**src/rtl/mem_pkg.sv**
```systemverilog
// Shared definitions for the M-stage data-memory access path.
package mem_pkg;

   localparam int unsigned XLEN   = 32;
   localparam int unsigned STRB_W = XLEN / 8;

   localparam logic [2:0] F3_B  = 3'b000;
   localparam logic [2:0] F3_H  = 3'b001;
   localparam logic [2:0] F3_W  = 3'b010;
   localparam logic [2:0] F3_BU = 3'b100;
   localparam logic [2:0] F3_HU = 3'b101;

   typedef enum logic [2:0] {
      IDLE   = 3'd0,
      REQ    = 3'd1,
      WAIT_R = 3'd2,
      DONE   = 3'd3,
      DRAIN  = 3'd4
   } state_e;

   // Request snapshot taken at issue; drives the bus and load extension afterwards.
   typedef struct packed {
      logic [XLEN-1:0]   addr;
      logic              we;
      logic [XLEN-1:0]   wdata;
      logic [STRB_W-1:0] wstrb;
      logic [2:0]        funct3;
      logic [1:0]        off;
   } mem_req_t;

endpackage

```
**src/rtl/mem_access_stage_if.sv**
```systemverilog
// Data-memory bus: req/ready request channel plus rvalid read-data return.
interface mem_access_stage_if;
   import mem_pkg::*;

   logic              dmem_req;
   logic              dmem_we;
   logic [XLEN-1:0]   dmem_addr;
   logic [XLEN-1:0]   dmem_wdata;
   logic [STRB_W-1:0] dmem_wstrb;
   logic              dmem_ready;
   logic              dmem_rvalid;
   logic [XLEN-1:0]   dmem_rdata;

   modport master (
      output dmem_req, dmem_we, dmem_addr, dmem_wdata, dmem_wstrb,
      input  dmem_ready, dmem_rvalid, dmem_rdata
   );

   modport slave (
      input  dmem_req, dmem_we, dmem_addr, dmem_wdata, dmem_wstrb,
      output dmem_ready, dmem_rvalid, dmem_rdata
   );

endinterface

```
**src/rtl/lsu_align.sv**
```systemverilog
// Combinational lane steering: store replication/strobes, load select/extend, misalign check.
module lsu_align
   import mem_pkg::*;
(
   input  logic [2:0]        st_funct3,
   input  logic [1:0]        st_off,
   input  logic [XLEN-1:0]   st_data,
   output logic [XLEN-1:0]   st_wdata_c,
   output logic [STRB_W-1:0] st_wstrb_c,
   output logic              misalign_c,
   input  logic [2:0]        ld_funct3,
   input  logic [1:0]        ld_off,
   input  logic [XLEN-1:0]   ld_word,
   output logic [XLEN-1:0]   ld_data_c
);

   logic [7:0]  ld_byte;
   logic [15:0] ld_half;

   always_comb begin
      st_wdata_c = st_data;
      st_wstrb_c = 4'b1111;
      case (st_funct3)
         F3_B, F3_BU: begin
            st_wdata_c = {4{st_data[7:0]}};
            st_wstrb_c = 4'b0001 << st_off;
         end
         F3_H, F3_HU: begin
            st_wdata_c = {2{st_data[15:0]}};
            st_wstrb_c = 4'b0011 << st_off;
         end
         default: ;
      endcase
   end

   always_comb begin
      misalign_c = 1'b0;
      if ((st_funct3 == F3_H) || (st_funct3 == F3_HU)) misalign_c = st_off[0];
      else if (st_funct3 == F3_W)                        misalign_c = |st_off;
   end

   always_comb begin
      ld_byte = ld_word[7:0];
      case (ld_off)
         2'd1:    ld_byte = ld_word[15:8];
         2'd2:    ld_byte = ld_word[23:16];
         2'd3:    ld_byte = ld_word[31:24];
         default: ld_byte = ld_word[7:0];
      endcase
      ld_half = ld_off[1] ? ld_word[31:16] : ld_word[15:0];

      ld_data_c = ld_word;
      case (ld_funct3)
         F3_B:    ld_data_c = {{24{ld_byte[7]}}, ld_byte};
         F3_BU:   ld_data_c = {24'd0, ld_byte};
         F3_H:    ld_data_c = {{16{ld_half[15]}}, ld_half};
         F3_HU:   ld_data_c = {16'd0, ld_half};
         default: ld_data_c = ld_word;
      endcase
   end

endmodule

```
**src/rtl/mem_access_stage.sv**
```systemverilog
// M-stage load/store unit: issues one data-memory transaction per op and stalls until it completes.
module mem_access_stage
   import mem_pkg::*;
(
   input  logic                clk,
   input  logic                rst_n,
   input  logic                mem_ren_M,
   input  logic                mem_wen_M,
   input  logic [2:0]          funct3_M,
   input  logic [XLEN-1:0]     alu_result_M,
   input  logic [XLEN-1:0]     rs2_data_M,
   input  logic                hold_M,
   input  logic                flush_M,
   mem_access_stage_if.master  dmem,
   output logic [XLEN-1:0]     mem_rdata_M,
   output logic                mem_stall_M,
   output logic                misalign_M
);

   state_e          state_q, state_d;
   mem_req_t        req_q, req_d;
   logic            flushed_q, flushed_d;
   logic [XLEN-1:0] rdata_q, rdata_d;

   logic              op;
   logic              issue;
   logic              in_req;
   logic              stall;
   logic              mis;
   logic [XLEN-1:0]   st_wdata;
   logic [STRB_W-1:0] st_wstrb;
   logic [XLEN-1:0]   ld_ext;

   lsu_align u_align (
      .st_funct3  (funct3_M),
      .st_off     (alu_result_M[1:0]),
      .st_data    (rs2_data_M),
      .st_wdata_c (st_wdata),
      .st_wstrb_c (st_wstrb),
      .misalign_c (mis),
      .ld_funct3  (req_q.funct3),
      .ld_off     (req_q.off),
      .ld_word    (dmem.dmem_rdata),
      .ld_data_c  (ld_ext)
   );

   assign op     = mem_ren_M | mem_wen_M;
   assign issue  = (state_q == IDLE) & op & ~mis & ~flush_M;
   assign in_req = (state_q == REQ);

   always_ff @(posedge clk or negedge rst_n) begin
      if (!rst_n) begin
         state_q   <= IDLE;
         req_q     <= '0;
         flushed_q <= 1'b0;
         rdata_q   <= '0;
      end else begin
         state_q   <= state_d;
         req_q     <= req_d;
         flushed_q <= flushed_d;
         rdata_q   <= rdata_d;
      end
   end

   // Next state; a raised request is held until ready regardless of flush.
   always_comb begin
      state_d   = state_q;
      req_d     = req_q;
      flushed_d = flushed_q;
      rdata_d   = rdata_q;
      case (state_q)
         IDLE: begin
            if (issue) begin
               req_d = '{addr:   {alu_result_M[XLEN-1:2], 2'b00},
                         we:     mem_wen_M,
                         wdata:  st_wdata,
                         wstrb:  mem_wen_M ? st_wstrb : STRB_W'(0),
                         funct3: funct3_M,
                         off:    alu_result_M[1:0]};
               flushed_d = 1'b0;
               if (dmem.dmem_ready && mem_wen_M) state_d = hold_M ? DONE : IDLE;
               else if (dmem.dmem_ready)          state_d = WAIT_R;
               else                               state_d = REQ;
            end
         end
         REQ: begin
            if (flush_M) flushed_d = 1'b1;
            if (dmem.dmem_ready) begin
               if (req_q.we) state_d = (hold_M && !flush_M) ? DONE : IDLE;
               else          state_d = (flush_M || flushed_q) ? DRAIN : WAIT_R;
            end
         end
         WAIT_R: begin
            if (dmem.dmem_rvalid) begin
               if (!flush_M) rdata_d = ld_ext;
               state_d = (hold_M && !flush_M) ? DONE : IDLE;
            end else if (flush_M) begin
               state_d = DRAIN;
            end
         end
         DONE:    if (!hold_M || flush_M) state_d = IDLE;
         DRAIN:   if (dmem.dmem_rvalid) state_d = IDLE;
         default: state_d = IDLE;
      endcase
   end

   always_comb begin
      stall = 1'b0;
      case (state_q)
         IDLE:    stall = op & ~mis & ~flush_M & ~(mem_wen_M & dmem.dmem_ready);
         REQ:     stall = ~(req_q.we & dmem.dmem_ready);
         WAIT_R:  stall = ~dmem.dmem_rvalid;
         DRAIN:   stall = op;
         default: stall = 1'b0;
      endcase
   end

   // Issue-cycle bus fields come from the pipeline; afterwards from the snapshot.
   always_comb begin
      dmem.dmem_req   = rst_n & (issue | in_req);
      dmem.dmem_we    = dmem.dmem_req & (in_req ? req_q.we : mem_wen_M);
      dmem.dmem_addr  = in_req ? req_q.addr : {alu_result_M[XLEN-1:2], 2'b00};
      dmem.dmem_wdata = in_req ? req_q.wdata : st_wdata;
      dmem.dmem_wstrb = dmem.dmem_we ? (in_req ? req_q.wstrb : st_wstrb) : STRB_W'(0);
      mem_stall_M     = rst_n & stall;
      misalign_M      = rst_n & op & mis;
      mem_rdata_M     = ((state_q == WAIT_R) && dmem.dmem_rvalid) ? ld_ext : rdata_q;
   end

endmodule
```
**src/flat_wrapper.sv**
```systemverilog
// flat-port wrapper written by rule: the top's interface ports become plain ports
module mem_access_stage_flat import mem_pkg::*;
  (clk, rst_n, mem_ren_M, mem_wen_M, funct3_M, alu_result_M, rs2_data_M, hold_M, flush_M, mem_rdata_M, mem_stall_M, misalign_M, dmem_dmem_req, dmem_dmem_we, dmem_dmem_addr, dmem_dmem_wdata, dmem_dmem_wstrb, dmem_dmem_ready, dmem_dmem_rvalid, dmem_dmem_rdata);
  mem_access_stage_if dmem_i ();
  input  logic clk;
  input  logic rst_n;
  input  logic mem_ren_M;
  input  logic mem_wen_M;
  input  logic [2:0] funct3_M;
  input  logic [XLEN-1:0] alu_result_M;
  input  logic [XLEN-1:0] rs2_data_M;
  input  logic hold_M;
  input  logic flush_M;
  output logic [XLEN-1:0] mem_rdata_M;
  output logic mem_stall_M;
  output logic misalign_M;
  output wire logic [$bits(dmem_i.dmem_req)-1:0] dmem_dmem_req;
  output wire logic [$bits(dmem_i.dmem_we)-1:0] dmem_dmem_we;
  output wire logic [$bits(dmem_i.dmem_addr)-1:0] dmem_dmem_addr;
  output wire logic [$bits(dmem_i.dmem_wdata)-1:0] dmem_dmem_wdata;
  output wire logic [$bits(dmem_i.dmem_wstrb)-1:0] dmem_dmem_wstrb;
  input wire logic [$bits(dmem_i.dmem_ready)-1:0] dmem_dmem_ready;
  input wire logic [$bits(dmem_i.dmem_rvalid)-1:0] dmem_dmem_rvalid;
  input wire logic [$bits(dmem_i.dmem_rdata)-1:0] dmem_dmem_rdata;
  assign dmem_dmem_req = dmem_i.dmem_req;
  assign dmem_dmem_we = dmem_i.dmem_we;
  assign dmem_dmem_addr = dmem_i.dmem_addr;
  assign dmem_dmem_wdata = dmem_i.dmem_wdata;
  assign dmem_dmem_wstrb = dmem_i.dmem_wstrb;
  assign dmem_i.dmem_ready = dmem_dmem_ready;
  assign dmem_i.dmem_rvalid = dmem_dmem_rvalid;
  assign dmem_i.dmem_rdata = dmem_dmem_rdata;
  mem_access_stage u_core (.clk(clk), .rst_n(rst_n), .mem_ren_M(mem_ren_M), .mem_wen_M(mem_wen_M), .funct3_M(funct3_M), .alu_result_M(alu_result_M), .rs2_data_M(rs2_data_M), .hold_M(hold_M), .flush_M(flush_M), .dmem(dmem_i), .mem_rdata_M(mem_rdata_M), .mem_stall_M(mem_stall_M), .misalign_M(misalign_M));
endmodule
```
**config.mk**
```make
export PLATFORM = sky130hd
export DESIGN_NAME = mem_access_stage_flat
export DESIGN_NICKNAME = d
export VERILOG_FILES = /design/src/rtl/mem_pkg.sv /design/src/rtl/mem_access_stage_if.sv /design/src/rtl/lsu_align.sv /design/src/rtl/mem_access_stage.sv /design/src/flat_wrapper.sv
export SDC_FILE = /design/constraint.sdc
export NUM_CORES = 1
export LEC_CHECK = 0
export BUFFER_PORTS_ARGS = -buffer_cell sky130_fd_sc_hd__buf_2
export CAP_MARGIN = 20
export CORE_MARGIN = 2
export CORE_UTILIZATION = 45
export DETAILED_ROUTE_END_ITERATION = 12
export PLACE_DENSITY = 0.81
export SETUP_SLACK_MARGIN = 0.02
export SLEW_MARGIN = 25
export SYNTH_ARGS = -nofsm -noshare
export SYNTH_HDL_FRONTEND = slang
export SYNTH_SLANG_ARGS = --single-unit
```
**constraint.sdc**
```tcl
create_clock -name clk -period 3.3 [get_ports clk]
set_clock_uncertainty 0.15 [all_clocks]
set_input_delay 0.495 -clock clk [delete_from_list [all_inputs] [get_ports clk]]
set_output_delay 0.495 -clock clk [all_outputs]
set_load 0.005 [all_outputs]
```
[Word-level counts from Yosys, hierarchy flattened]
Cells that the tools add are included.
W data, S select, Z words.
Operators by class
  equal/unequal tests: 20
  shift operators: 2
  multiplexer cells: 31
  bitwise gates (word level): 20
  reductions and logical operators: 19
Operator list (count)
  $pmux W32 S4: 1
  $mux W32: 3
  $pmux W32 S2: 1
  $mux W3: 9
  $pmux W8 S3: 1
  $mux W16: 1
  $eq A3 B3 Y1 const B: 5
  $pmux W3 S5: 1
  $and A1 B1 Y1: 13
  $mux W4: 3
  $eq A3 B1 Y1 const B: 3
  $eq A3 B2 Y1 const B: 3
  $logic_not A3 Y1: 3
  $pmux W4 S2: 1
  $mux W2: 3
  $ne A2 B2 Y1 const B: 3
  $reduce_and A3 Y1: 2
  $reduce_or A2 Y1: 3
  $mux W1: 5
  $not A1 Y1: 5
  $reduce_and A5 Y1: 1
  $eq A2 B2 Y1 const B: 2
  $ne A2 B1 Y1 const B: 2
  $pmux W1 S4: 1
  other kinds (11): 17
Storage, ports and cells
  register bits after elaboration: 108
  input port bits: 107
  output and inout bits: 104
  logic and storage cells: 101

[Depth between registers and ports, before layout]
  depth in word-level cells: 10
  mapped depth: 8
  mapped depth without buffers: 5

[Hierarchy]
Synthesis repeated with hierarchy kept, for this count alone.
Second synthesis, totals
  cells, all modules: 873
  area total of the unflattened synthesis: 7051.8 µm²
Modules (own cells, without submodules)
  mem_access_stage: times used 1, cells each 684, area an instance 5632.9 µm², seq. area each 2702.6 µm²
  lsu_align: times used 1, cells each 189, area an instance 1418.9 µm², seq. area each 0.0 µm²

[Worst setup path before layout]
OpenSTA, ideal clock, no wires.
  path type: in2out
  start: input funct3_M[0]
  end: output mem_stall_M
  arrival time: 1698 ps
  data required time: 2655 ps
  slack: 957 ps
  stages on the path: 7
  path buffers: 3
  cells stage by stage: buf_2 > o41ai_4 > nor3_1 > buf_4 > buf_6 > a22oi_1 > nor2_1
On the way
  longest elaborated chain between the ends: 9
  elaborated cells between the ends (all ways): 12
  those cells by class: eq/ne (3); mux (3); bitwise (5); reduce/logical (1)
RTL lines
  from (decl): RTL line flat_wrapper.sv:9  | input logic [2:0] funct3_M;
  $eq A3 B2 Y1 (tied with other cells): RTL line lsu_align.sv:39  | else if (st_funct3 == F3_W) misalign_c = |st_off;
  $mux W1 / $logic_or A1 B1 Y1 (equally long branches): RTL line lsu_align.sv:39, lsu_align.sv:38
  $mux W1 *: RTL line lsu_align.sv:38  | if ((st_funct3 == F3_H) || (st_funct3 == F3_HU)) misalign_c = st_off[0];
  $not A1 Y1 *: RTL line mem_access_stage.sv:110  | IDLE: stall = op & ~mis & ~flush_M & ~(mem_wen_M & dmem.dmem_ready);
  $and A1 B1 Y1 * (3 in series): RTL line mem_access_stage.sv:110
  $pmux W1 S4 *: RTL line mem_access_stage.sv:109  | case (state_q)
  $and A1 B1 Y1 *: RTL line mem_access_stage.sv:125  | mem_stall_M = rst_n & stall;
  to (decl): RTL line flat_wrapper.sv:15  | output logic mem_stall_M;
Mark *: on every way between the ends. The rest lies on a longest branch, timed or not.

[Final worst setup path]
  start: register u_core.req_q[3] in the netlist's numbering
  end: output mem_rdata_M[12]
On the way
  longest elaborated chain between the ends: 3
  elaborated cells between the ends (all ways): 6
  those cells by class: eq/ne (3); mux (2); reduce/logical (1)
RTL lines
  from (decl): RTL line mem_access_stage.sv:21  | mem_req_t req_q, req_d;
  from (signal assigned): RTL line mem_access_stage.sv:59  | req_q <= req_d;
  $eq A3 B3 Y1 (tied with other cells): RTL line lsu_align.sv:53  | case (ld_funct3)
  $pmux W32 S4 *: RTL line lsu_align.sv:53
  $mux W32 *: RTL line mem_access_stage.sv:127  | mem_rdata_M = ((state_q == WAIT_R) && dmem.dmem_rvalid) ? ld_ext : rdata_q;
  to (decl): RTL line flat_wrapper.sv:14  | output logic [XLEN-1:0] mem_rdata_M;
Marked as above.

==> key figures <==
Clock tree
  • Worst-Skew Late Latency: 0.36 ns
  • Root buf cell: clkbuf_16
  • CTS max path bufs: 2
  • Num Clock Sinks: 108
  • CTS tree: built
  • Clock buffer count from CTS: 9
  • Reg clk slew, reported paths: 0.08 ns
  • CTS HTree Levels: 3
  • Post-CTS sizing: 0

Timing
  • Post-layout min period: 3.08 ns
  • Setup violators final: 0
  • Relative slew margins: 57.9%
  • Final slew viol count: 0
  • Final worst path period share: 93.3%
  • Fin. Hold Viols: 0
  • Final TNS setup: 0 ns
  • Peak Freq: 0.325 GHz
  • RSZ-0062 raised after global routing: no
  • Slew @ Worst Pin: 0.632 ns

Synthesis
  • Post-synth top cells: nor2_1, dfrtp_1, mux2_2
  • Post-synthesis cell count: 700
  • Dominant cells by area after synthesis: dfrtp_1, mux2_2, mux2_4, nor2_1, a21oi_1
  • Synth warn: 0
  • Most common cell in the netlist: nor2_1
  • Distinct cells, synth: 55
  • Seq/Total Area, Yosys: 38.3%
  • Post-synth top area share: 38.3%
  • Synth Register Bits: 108
  • Number of synthesized flops with an enable pin: 0
  • Top_reg_cell synth: dfrtp_1
  • Post-synth ARST share: 100%
  • Syn Area/Cell: 10.1 um^2
  • Synthesized area: 7060 um^2
  • Largest area contributor in the netlist: dfrtp_1

Worst setup path
  • Setup crit start: u_core.req_q[3]
  • CP Class: register to output port
  • Setup crit start kind: register
  • Slowest stage delay, CP: 0.70 ns
  • CP Capture Type: output port
  • R2R setup slack: 0.79 ns
  • WP data required: 2.65 ns
  • R2R cell count: 5
  • RR Endpoint: u_core.req_q[16]
  • Last element of the critical path: mem_rdata_M[12]
  • Reg2Reg Launch Point: u_core.state_q[2]
  • Worst path slowest cell: dfrtp_1
  • Worst-path maximum fanout: 15
  • CP cell instances: inv_1 -> nand2_1 -> nor2_2 -> a221oi_1 -> buf_2
  • CP arrival: 2.43 ns

Placed design
  • Dpl hpwl: 14300 um
  • IO buf count: 208
  • Placed cell area: 8210 um^2
  • GPL Wtd Cong: 0.898

Run status
  • Status: finished, final reports clean

Power
  • Peak supply drop: 0.524 mV
  • Power density cells: 898 nW/um^2
  • Leakage: 3.86 nW

Global route
  • Congestion Overflow GR: 0
  • Largest net degree at the start of global routing: 61
  • Vias in the first global route: 5971
  • Total GRT Usage: 23.8%
  • Wire length of the first global-routing pass: 31500 um
  • Initial antenna violation count: 1

Drt
  • Routed length per placed instance: 17.9 um
  • Drt pass-1 iters: 7
  • Remaining DRCs: 0
  • WL final: 19600 um
  • Post-route ant nets: 0
  • Via Count: 6222
  • Vias per Instance: 5.69
  • Initial drt markers: 540

Final layout
  • Filler cells: 1332
  • Share of cells above drive strength 1: 42.6%
  • Nets: 984
  • Non-Filler Cell Area, Final: 8510 um^2
  • Layout area overhead: 20.6%

Die
  • Site Rows: 45
  • Die width: 129 um
  • Num ports: 211
  • Die Ht: 129 um
  • Initial core utilization: 46.2%
  • Die area: 16700 um^2
  • Core area: 15300 um^2

Flow run
  • Max-Cap Viols: 0

Hold path
  • Worst Hold Class: primary input to register
how the worst min path moves through the flow:
stage / end / slack [ns] / startpoint / cells after the start
detailed placement: u_core.req_q[41] / 0.26 / rst_n / 1
global route: u_core.req_q[54] / 0.21 / alu_result_M[12] / 2
finish: u_core.req_q[45] / 0.22 / alu_result_M[3] / 2
global placement: u_core.req_q[41] / 0.26 / rst_n / 1
floorplan: u_core.flushed_q / 0.05 / rst_n / 0
CTS: u_core.req_q[66] / 0.21 / alu_result_M[24] / 2
state kept, by name (all words and copies together), names as in the netlist:
register,flops
u_core.flushed_q,1
u_core.rdata_q,32
u_core.state_q,3
u_core.req_q,72
worst max-delay path, delay by kind of cell (launching register included):
family,cells,cell delay (ns)
AOI/OAI and AO/OA,1,0.39
buffers and inverters,2,0.48
DFF,1,0.70
and+or+nand+nor,2,0.51
timing repair:
action / in CTS / in global routing
hold endpoints to repair: 18 / 0
setup buffers: 0 / 0
hold buffers: 1 / 0
final cells by class:
type                    instances  area [um^2]  area share [%]
well taps                     211          264            3.10
flip-flops and latches        108         2700            31.8
inverters                       8         30.0           0.353
clock inverters                 4         32.5           0.382
repair buffers                223         1210            14.2
clock buffers                  11          253            2.97
diodes                          1         2.50          0.0294
multi-input cells             527         4010            47.2
layout by cell type, fill, tap and decap left out, types with 11 or more instances in the layout:
master / instances
a221oi_1: 22
o21ai_0: 22
buf_4: 11
mux2_2: 68
dfrtp_1: 108
nand2_1: 51
a31oi_1: 21
a21oi_1: 59
nor2_1: 120
mux2i_1: 27
buf_2: 207
mux2_4: 38
metal layers:
| layer | routed length [um] | global-route usage, % |
|---|---|---|
| met1 | 8280 | 30.9 |
| met2 | 9270 | 38.6 |
| met3 | 1840 | 7.97 |
| met4 | 220 | 5.50 |
| met5 | 0 | 0 |
kinds of logic after synthesis:
kind of cell           share of synthesized area (%)
buffers and inverters                           5.25
and+or+nand+nor                                 13.4
AOI/OAI and AO/OA                               17.7
DFF                                             38.3
other                                         0.0531
muxes                                           25.4
report_power, final:
part	total [mW]	leakage, nW	switching, mW	internal [mW]
logic	4.05	2.45	1.97	2.07
clock network	1.07	0.140	0.513	0.557
registers	2.52	1.27	0.533	1.99
total	7.64	3.86	3.02	4.62
per-stage QoR:
step / power [mW] / util [%] / hold WS, ns / setup slack, ns / instances
2_1_floorplan: 5.37 / - / 0.0494 / 0.957 / 701
3_3_place_gp: 6.44 / 53.8 / 0.256 / 0.569 / 1076
3_5_place_dp: 6.56 / 53.8 / 0.260 / 0.515 / 1076
4_1_cts: 7.67 / 55.7 / 0.209 / 0.189 / 1092
5_1_grt: 8.21 / 55.8 / 0.213 / 0.0496 / 1093
6_report: 7.64 / 55.8 / 0.225 / 0.220 / 1093
Note: power is estimated with default switching activity, not from simulation.
